--- config.mk ---
export PLATFORM = sky130hd
export DESIGN_NAME = arc_drawer_flat
export DESIGN_NICKNAME = d
export VERILOG_FILES = /design/src/rtl/arc_drawer_if.sv /design/src/rtl/arc_drawer.sv /design/src/flat_wrapper.sv
export SDC_FILE = /design/constraint.sdc
export NUM_CORES = 1
export LEC_CHECK = 0
export ABC_AREA = 1
export BUFFER_PORTS_ARGS = -buffer_cell sky130_fd_sc_hd__buf_4
export CAP_MARGIN = 40
export CELL_PAD_IN_SITES_DETAIL_PLACEMENT = 0
export CELL_PAD_IN_SITES_GLOBAL_PLACEMENT = 2
export CORE_UTILIZATION = 34
export DETAILED_ROUTE_END_ITERATION = 8
export PLACE_DENSITY_LB_ADDON = 0.1
export SYNTH_ARGS = -nofsm -noshare
export SYNTH_HDL_FRONTEND = slang
export SYNTH_SLANG_ARGS = --single-unit
--- constraint.sdc ---
create_clock -name clk -period 3.4 [get_ports clk]
set_input_delay 0.17 -clock clk [delete_from_list [all_inputs] [get_ports clk]]
set_output_delay 0.17 -clock clk [all_outputs]
set_load 0.05 [all_outputs]
--- src/rtl/arc_drawer_if.sv ---
// Request/response and VGA plot bundle between a shape sequencer and arc_drawer.
// Optional ARC_PIXCNT_EN adds the pix_count statistics output.
interface arc_drawer_if #(
  parameter int unsigned X_W = 8,
  parameter int unsigned Y_W = 7,
  parameter int unsigned R_W = 8
);

  logic           start;
  logic [X_W-1:0] centre_x;
  logic [Y_W-1:0] centre_y;
  logic [R_W-1:0] radius;
  logic [2:0]     colour;
  logic [7:0]     octant_mask;
  logic           done;
  logic [X_W-1:0] vga_x;
  logic [Y_W-1:0] vga_y;
  logic [2:0]     vga_colour;
  logic           vga_plot;
`ifdef ARC_PIXCNT_EN
  logic [15:0]    pix_count;
`endif

  modport master (
    output start, centre_x, centre_y, radius, colour, octant_mask,
    input  done, vga_x, vga_y, vga_colour, vga_plot
`ifdef ARC_PIXCNT_EN
    , input pix_count
`endif
  );

  modport slave (
    input  start, centre_x, centre_y, radius, colour, octant_mask,
    output done, vga_x, vga_y, vga_colour, vga_plot
`ifdef ARC_PIXCNT_EN
    , output pix_count
`endif
  );

endinterface

--- src/rtl/arc_drawer.sv ---
// Midpoint circle / arc drawer: one cycle per octant, octant mask plus screen clipping.
// Define ARC_PIXCNT_EN to add a saturating count of plotted pixels (pix_count).
module arc_drawer #(
  parameter int unsigned X_W      = 8,
  parameter int unsigned Y_W      = 7,
  parameter int unsigned R_W      = 8,
  parameter int unsigned SCREEN_W = 160,
  parameter int unsigned SCREEN_H = 120
) (
  input  logic       clk,
  input  logic       rst_n,
  arc_drawer_if.slave bus
);

  localparam int unsigned XyW = (X_W > Y_W) ? X_W : Y_W;
  localparam int unsigned CW  = ((XyW > R_W) ? XyW : R_W) + 2;
  localparam int unsigned KW  = R_W + 3;

  localparam logic signed [CW-1:0] ScrW = CW'(SCREEN_W);
  localparam logic signed [CW-1:0] ScrH = CW'(SCREEN_H);
  localparam logic signed [KW-1:0] KOne = KW'(1);

  typedef enum logic [1:0] {StIdle, StPlot, StDone} state_e;

  state_e state_q, state_d;

  logic [X_W-1:0]        cx_q, cx_d;
  logic [Y_W-1:0]        cy_q, cy_d;
  logic [R_W-1:0]        ox_q, ox_d;
  logic [R_W-1:0]        oy_q, oy_d;
  logic signed [KW-1:0]  crit_q, crit_d;
  logic [2:0]            oct_q, oct_d;
  logic [2:0]            colour_q, colour_d;
  logic [7:0]            mask_q, mask_d;

  logic                  start_draw;
  logic                  plot_en;
  logic                  last_iter;

  logic signed [KW-1:0]  rad_k, ox_k, oy_k, ox_n, oy_n, crit_n;
  logic                  crit_le0;
  logic signed [CW-1:0]  cx_s, cy_s, ox_s, oy_s, x_c, y_c;

  assign start_draw = (state_q == StIdle) && bus.start;

  // State register
  always_ff @(posedge clk) begin
    if (!rst_n) begin
      state_q <= StIdle;
    end else begin
      state_q <= state_d;
    end
  end

  // Next-state logic
  always_comb begin
    state_d = state_q;
    case (state_q)
      StIdle:  if (bus.start) state_d = StPlot;
      StPlot:  if ((oct_q == 3'd7) && last_iter) state_d = StDone;
      StDone:  if (!bus.start) state_d = StIdle;
      default: state_d = StIdle;
    endcase
  end

  // Output logic
  always_comb begin
    bus.done       = 1'b0;
    bus.vga_plot   = 1'b0;
    bus.vga_x      = '0;
    bus.vga_y      = '0;
    bus.vga_colour = '0;
    case (state_q)
      StPlot: begin
        bus.vga_plot   = plot_en;
        bus.vga_x      = x_c[X_W-1:0];
        bus.vga_y      = y_c[Y_W-1:0];
        bus.vga_colour = colour_q;
      end
      StDone:  bus.done = 1'b1;
      default: ;
    endcase
  end

  // Midpoint step; values widened so ox may go to -1 when radius is 0.
  assign rad_k    = signed'({3'b000, bus.radius});
  assign ox_k     = signed'({3'b000, ox_q});
  assign oy_k     = signed'({3'b000, oy_q});
  assign crit_le0 = crit_q[KW-1] || (crit_q == '0);

  always_comb begin
    oy_n = oy_k + KOne;
    ox_n = ox_k;
    if (crit_le0) begin
      crit_n = crit_q + (oy_n <<< 1) + KOne;
    end else begin
      ox_n   = ox_k - KOne;
      crit_n = crit_q + ((oy_n - ox_n) <<< 1) + KOne;
    end
  end

  assign last_iter = oy_n > ox_n;

  // Candidate pixel for the current octant index
  assign cx_s = signed'({{(CW - X_W){1'b0}}, cx_q});
  assign cy_s = signed'({{(CW - Y_W){1'b0}}, cy_q});
  assign ox_s = signed'({{(CW - R_W){1'b0}}, ox_q});
  assign oy_s = signed'({{(CW - R_W){1'b0}}, oy_q});

  always_comb begin
    x_c = cx_s;
    y_c = cy_s;
    case (oct_q)
      3'd0: begin x_c = cx_s + ox_s; y_c = cy_s + oy_s; end
      3'd1: begin x_c = cx_s + oy_s; y_c = cy_s + ox_s; end
      3'd2: begin x_c = cx_s - oy_s; y_c = cy_s + ox_s; end
      3'd3: begin x_c = cx_s - ox_s; y_c = cy_s + oy_s; end
      3'd4: begin x_c = cx_s - ox_s; y_c = cy_s - oy_s; end
      3'd5: begin x_c = cx_s - oy_s; y_c = cy_s - ox_s; end
      3'd6: begin x_c = cx_s + oy_s; y_c = cy_s - ox_s; end
      3'd7: begin x_c = cx_s + ox_s; y_c = cy_s - oy_s; end
    endcase
  end

  assign plot_en = mask_q[oct_q] && !x_c[CW-1] && (x_c < ScrW) && !y_c[CW-1] && (y_c < ScrH);

  // Datapath next-state
  always_comb begin
    cx_d     = cx_q;
    cy_d     = cy_q;
    ox_d     = ox_q;
    oy_d     = oy_q;
    crit_d   = crit_q;
    oct_d    = oct_q;
    colour_d = colour_q;
    mask_d   = mask_q;
    if (start_draw) begin
      cx_d     = bus.centre_x;
      cy_d     = bus.centre_y;
      ox_d     = bus.radius;
      oy_d     = '0;
      crit_d   = KOne - rad_k;
      oct_d    = '0;
      colour_d = bus.colour;
      mask_d   = bus.octant_mask;
    end else if (state_q == StPlot) begin
      oct_d = oct_q + 3'd1;
      if (oct_q == 3'd7) begin
        oy_d   = oy_n[R_W-1:0];
        ox_d   = ox_n[R_W-1:0];
        crit_d = crit_n;
      end
    end
  end

  always_ff @(posedge clk) begin
    if (!rst_n) begin
      cx_q     <= '0;
      cy_q     <= '0;
      ox_q     <= '0;
      oy_q     <= '0;
      crit_q   <= '0;
      oct_q    <= '0;
      colour_q <= '0;
      mask_q   <= '0;
    end else begin
      cx_q     <= cx_d;
      cy_q     <= cy_d;
      ox_q     <= ox_d;
      oy_q     <= oy_d;
      crit_q   <= crit_d;
      oct_q    <= oct_d;
      colour_q <= colour_d;
      mask_q   <= mask_d;
    end
  end

`ifdef ARC_PIXCNT_EN
  logic [15:0] pix_cnt_q, pix_cnt_d;

  always_comb begin
    pix_cnt_d = pix_cnt_q;
    if (start_draw) begin
      pix_cnt_d = '0;
    end else if (bus.vga_plot && (pix_cnt_q != 16'hFFFF)) begin
      pix_cnt_d = pix_cnt_q + 16'd1;
    end
  end

  always_ff @(posedge clk) begin
    if (!rst_n) begin
      pix_cnt_q <= '0;
    end else begin
      pix_cnt_q <= pix_cnt_d;
    end
  end

  assign bus.pix_count = pix_cnt_q;
`endif

endmodule

--- src/flat_wrapper.sv ---
// flat-port wrapper written by rule: the top's interface ports become plain ports
module arc_drawer_flat 
#(
  parameter int unsigned X_W      = 8,
  parameter int unsigned Y_W      = 7,
  parameter int unsigned R_W      = 8,
  parameter int unsigned SCREEN_W = 160,
  parameter int unsigned SCREEN_H = 120
)
  (clk, rst_n, bus_start, bus_centre_x, bus_centre_y, bus_radius, bus_colour, bus_octant_mask, bus_done, bus_vga_x, bus_vga_y, bus_vga_colour, bus_vga_plot);
  arc_drawer_if #(.X_W(X_W), .Y_W(Y_W), .R_W(R_W)) bus_i ();
  input  logic clk;
  input  logic rst_n;
  input wire logic [$bits(bus_i.start)-1:0] bus_start;
  input wire logic [$bits(bus_i.centre_x)-1:0] bus_centre_x;
  input wire logic [$bits(bus_i.centre_y)-1:0] bus_centre_y;
  input wire logic [$bits(bus_i.radius)-1:0] bus_radius;
  input wire logic [$bits(bus_i.colour)-1:0] bus_colour;
  input wire logic [$bits(bus_i.octant_mask)-1:0] bus_octant_mask;
  output wire logic [$bits(bus_i.done)-1:0] bus_done;
  output wire logic [$bits(bus_i.vga_x)-1:0] bus_vga_x;
  output wire logic [$bits(bus_i.vga_y)-1:0] bus_vga_y;
  output wire logic [$bits(bus_i.vga_colour)-1:0] bus_vga_colour;
  output wire logic [$bits(bus_i.vga_plot)-1:0] bus_vga_plot;
  assign bus_i.start = bus_start;
  assign bus_i.centre_x = bus_centre_x;
  assign bus_i.centre_y = bus_centre_y;
  assign bus_i.radius = bus_radius;
  assign bus_i.colour = bus_colour;
  assign bus_i.octant_mask = bus_octant_mask;
  assign bus_done = bus_i.done;
  assign bus_vga_x = bus_i.vga_x;
  assign bus_vga_y = bus_i.vga_y;
  assign bus_vga_colour = bus_i.vga_colour;
  assign bus_vga_plot = bus_i.vga_plot;
  arc_drawer #(.X_W(X_W), .Y_W(Y_W), .R_W(R_W), .SCREEN_W(SCREEN_W), .SCREEN_H(SCREEN_H)) u_core (.clk(clk), .rst_n(rst_n), .bus(bus_i));
endmodule
==> results.txt <==
Flop pwr share -> 0.231
Worst r2r dst -> u_core.crit_q[9]
Crit path cell chain -> ha_4 -> ha_1 -> inv_2 -> nand2_4 -> o21ai_2 -> ha_2 -> inv_1 -> fa_2 -> inv_2 -> nand4_1 -> nand3_1 -> nand2_1 -> nand3_1 -> nand3_1 -> nand3_2 -> nand3_1 -> nor2_1 -> buf_6
Switching pwr -> 1.42 mW
WP data arrival -> 3100 ps
Logic pwr share -> 0.447
Die span in x -> 150 um
Crit path time final -> 3270 ps
FP Rows -> 53
Internal -> 2.03 mW
Slowest-stage cell, CP -> dfxtp_4
Critical path's most frequent cell -> nand3_1
Relative slew slack -> 0.646
Power share of the clock group -> 0.322
CP Buf/Inv Count -> 4
Diode count -> 0
R2r setup slk -> 260 ps
Initial antenna violation count -> 0
Mean post-synth cell area -> 6.33 um^2
DR pass1 iterations -> 4
VDD IR max -> 253 uV
1st-iter DRT viols -> 386
Core Region -> 21,200 um^2
Die footprint -> 22,500 um^2
Worst reg2reg startpoint -> u_core.ox_q[1]
Hold depth -> 3
Seq cells post-synth -> 58
Pre-CTS WS -> 87.4 ps
Worst setup margin -> 133 ps
Seq/Total Area, Yosys -> 0.156
Max stage delay on crit path -> 370 ps
Clock transition at path regs -> 60 ps
# hold bufs at CTS -> 0
Async set-reset flop share out of synthesis -> 0
CP Capture Type -> output pin
Fill cell count -> 2,326
Final Instance Count excl. Fillers -> 1,543
Cell family with most CP delay -> adder cells
Hold Crit Start -> bus_octant_mask[1]
Root buf cell -> clkbuf_16
Final WL -> 26.7 mm
Max-capacitance violation count -> 0
Num CTS Buffers -> 9
Unique masters post-synth -> 50
Hold violation total from the final report -> 0
Ports -> 57
CP Max Fanout -> 6
Crit path required time -> 3230 ps
Syn Std Cell Area -> 7430 um^2
Clock Latency Late Sink -> 340 ps
Detailed Place HPWL -> 21.4 mm
Status -> completed
Final period utilization -> 0.961
Cell taking the most area after synthesis -> dfxtp_1
Critical setup path kind -> flip-flop to output pin
Reg2reg path depth -> 20
Overall power -> 3.45 mW
Leak Pwr -> 4.49 nW
Area delta synth->final -> 22.0%
Crit start category -> flip-flop
Fin util -> 0.427
Maximum buffer depth of the clock tree -> 2
Placed cell count -> 1,519
Antenna Nets Post-Route -> 0
Dominant cell by count in the synthesized netlist -> nand2_1
Synthesized instance count -> 1,175
GPL Wtd Cong -> 0.876
Yosys warns -> 0
HP Class -> primary input to flip-flop
Total grt overflow -> 0
Slew Viols, Final -> 0
Share of layout cells above drive strength 1 -> 0.184
First-pass GRT wire length -> 40.8 mm
Post-synth top area share -> 0.156
EDFF count, synth -> 0
Hold endpoint -> u_core.mask_q[1]
Ys flop type -> dfxtp_1
Drt drc -> 0
Final setup fails -> 0
Setup Skew -> 10.1 ps
CTS HTree Levels -> 3
Top cells by area, synth -> dfxtp_1 16%, ha_1 15%, nand2_1 13%, inv_1 7.4%, nand3_1 7.4%
Worst slew pin tran -> 525 ps
Clk sinks -> 58
CTS tree -> yes
Avg WL per Cell -> 17.3 um
Starting Density -> 0.350
Chip height -> 150 um
Vias in the first global route -> 7,384
Nets -> 1,401
Largest net degree at the start of global routing -> 43
Total Neg Setup Slack -> 0 ps
GRT Total Usage -> 0.242
Via count -> 7,838
Syn nets -> 1,313
Sw Share -> 0.412
Power per cell area -> 380 nW/um^2
Top post-synthesis cells by count -> 254 x nand2_1, 147 x inv_1, 110 x nand3_1
PortBufs -> 56
Vias/cell -> 5.08
Fmax -> 306 MHz
## per-layer routing
metal  wire length [um]  global-route usage  up-vias
met5                  0                   0        -
met4                504              0.0586        0
met2              12500               0.405      142
met3                839              0.0296       31
li1                   -                   -     4112
met1              12900               0.328     3553
## sequential cells by signal, indices dropped and copies added (netlist names), 3 cells and up
register	cells
u_core.colour_q	3
u_core.crit_q	11
u_core.cx_q	8
u_core.cy_q	7
u_core.mask_q	8
u_core.oct_q	3
u_core.ox_q	8
u_core.oy_q	8
## power groups by stage
stage / clock network [mW] / registers, mW / logic, mW
after floorplan: 0 / 0.783 / 1.09
after global placement: 0 / 0.811 / 1.47
after detailed placement: 0 / 0.811 / 1.46
after CTS: 1.13 / 0.796 / 1.47
after global routing: 1.16 / 0.804 / 1.74
final: 1.11 / 0.797 / 1.54
## kinds of logic after synthesis
logic type                 synth area share
xor gates and xnor gates             0.0362
DFF                                   0.156
adders and majority gates             0.179
buffers and inverters                 0.102
AOI/OAI and AO/OA                     0.179
and+or+nand+nor                       0.348
## layout by cell type, fill, tap and decap left out, drive strengths merged
cell and instances:
o22ai 4, a22oi 1, nor3 10, o211ai 2
a21boi 2, fa 9, nand3 113, nand3b 6
a311oi 2, a211oi 5, nor2 117, nand2 264
o21bai 3, buf 100, or2 12, dfxtp 58
o311ai 1, clkinv 3, a21oi 100, o21a 13
a21o 3, a31oi 7, ha 92, bufinv 3
xor2 16, clkbuf 9, o21ai 95, a221oi 1
inv 167, nand4 36, nor3b 1, xnor2 13
## through the flow
stage,area (um^2),hold WS (ps)
floorplan,7450,319
global placement,8370,424
detailed placement,8370,428
CTS,8770,64.4
global route,9070,87.7
finish,9070,77.5
## final cells by class
cell class	instances	area (um^2)	area share
Sequential cell	58	1170	0.129
Inverter	166	633	0.0698
Tap cell	275	344	0.0379
Timing Repair Buffer	100	754	0.0832
Clock inverter	7	125	0.0138
Clock buffer	9	225	0.0248
Multi-Input combinational cell	928	5820	0.641
## worst min-delay path, cell delays in order
cell and delay [ps]:
buf_4 70, o21ai_0 70, nor2_1 80
## worst max path at each step
stage	startpoint	end	slack, ps	depth (start not counted)
after detailed placement	u_core.oct_q[1]	bus_vga_plot	90	20
final	u_core.oct_q[0]	bus_vga_plot	130	18
after global placement	u_core.oct_q[1]	bus_vga_plot	60	20
after CTS	u_core.oct_q[0]	bus_vga_plot	4	20
after global routing	u_core.oct_q[0]	bus_vga_plot	-8	21
after floorplan	u_core.oct_q[0]	bus_vga_plot	70	21
## timing repair
action,CTS,global route
pin swaps,2,13
setup buffers,2,5
setup endpoints to repair,6,9
cloned,0,1
gates resized for setup,12,63
(Power assumes the default switching activity.)
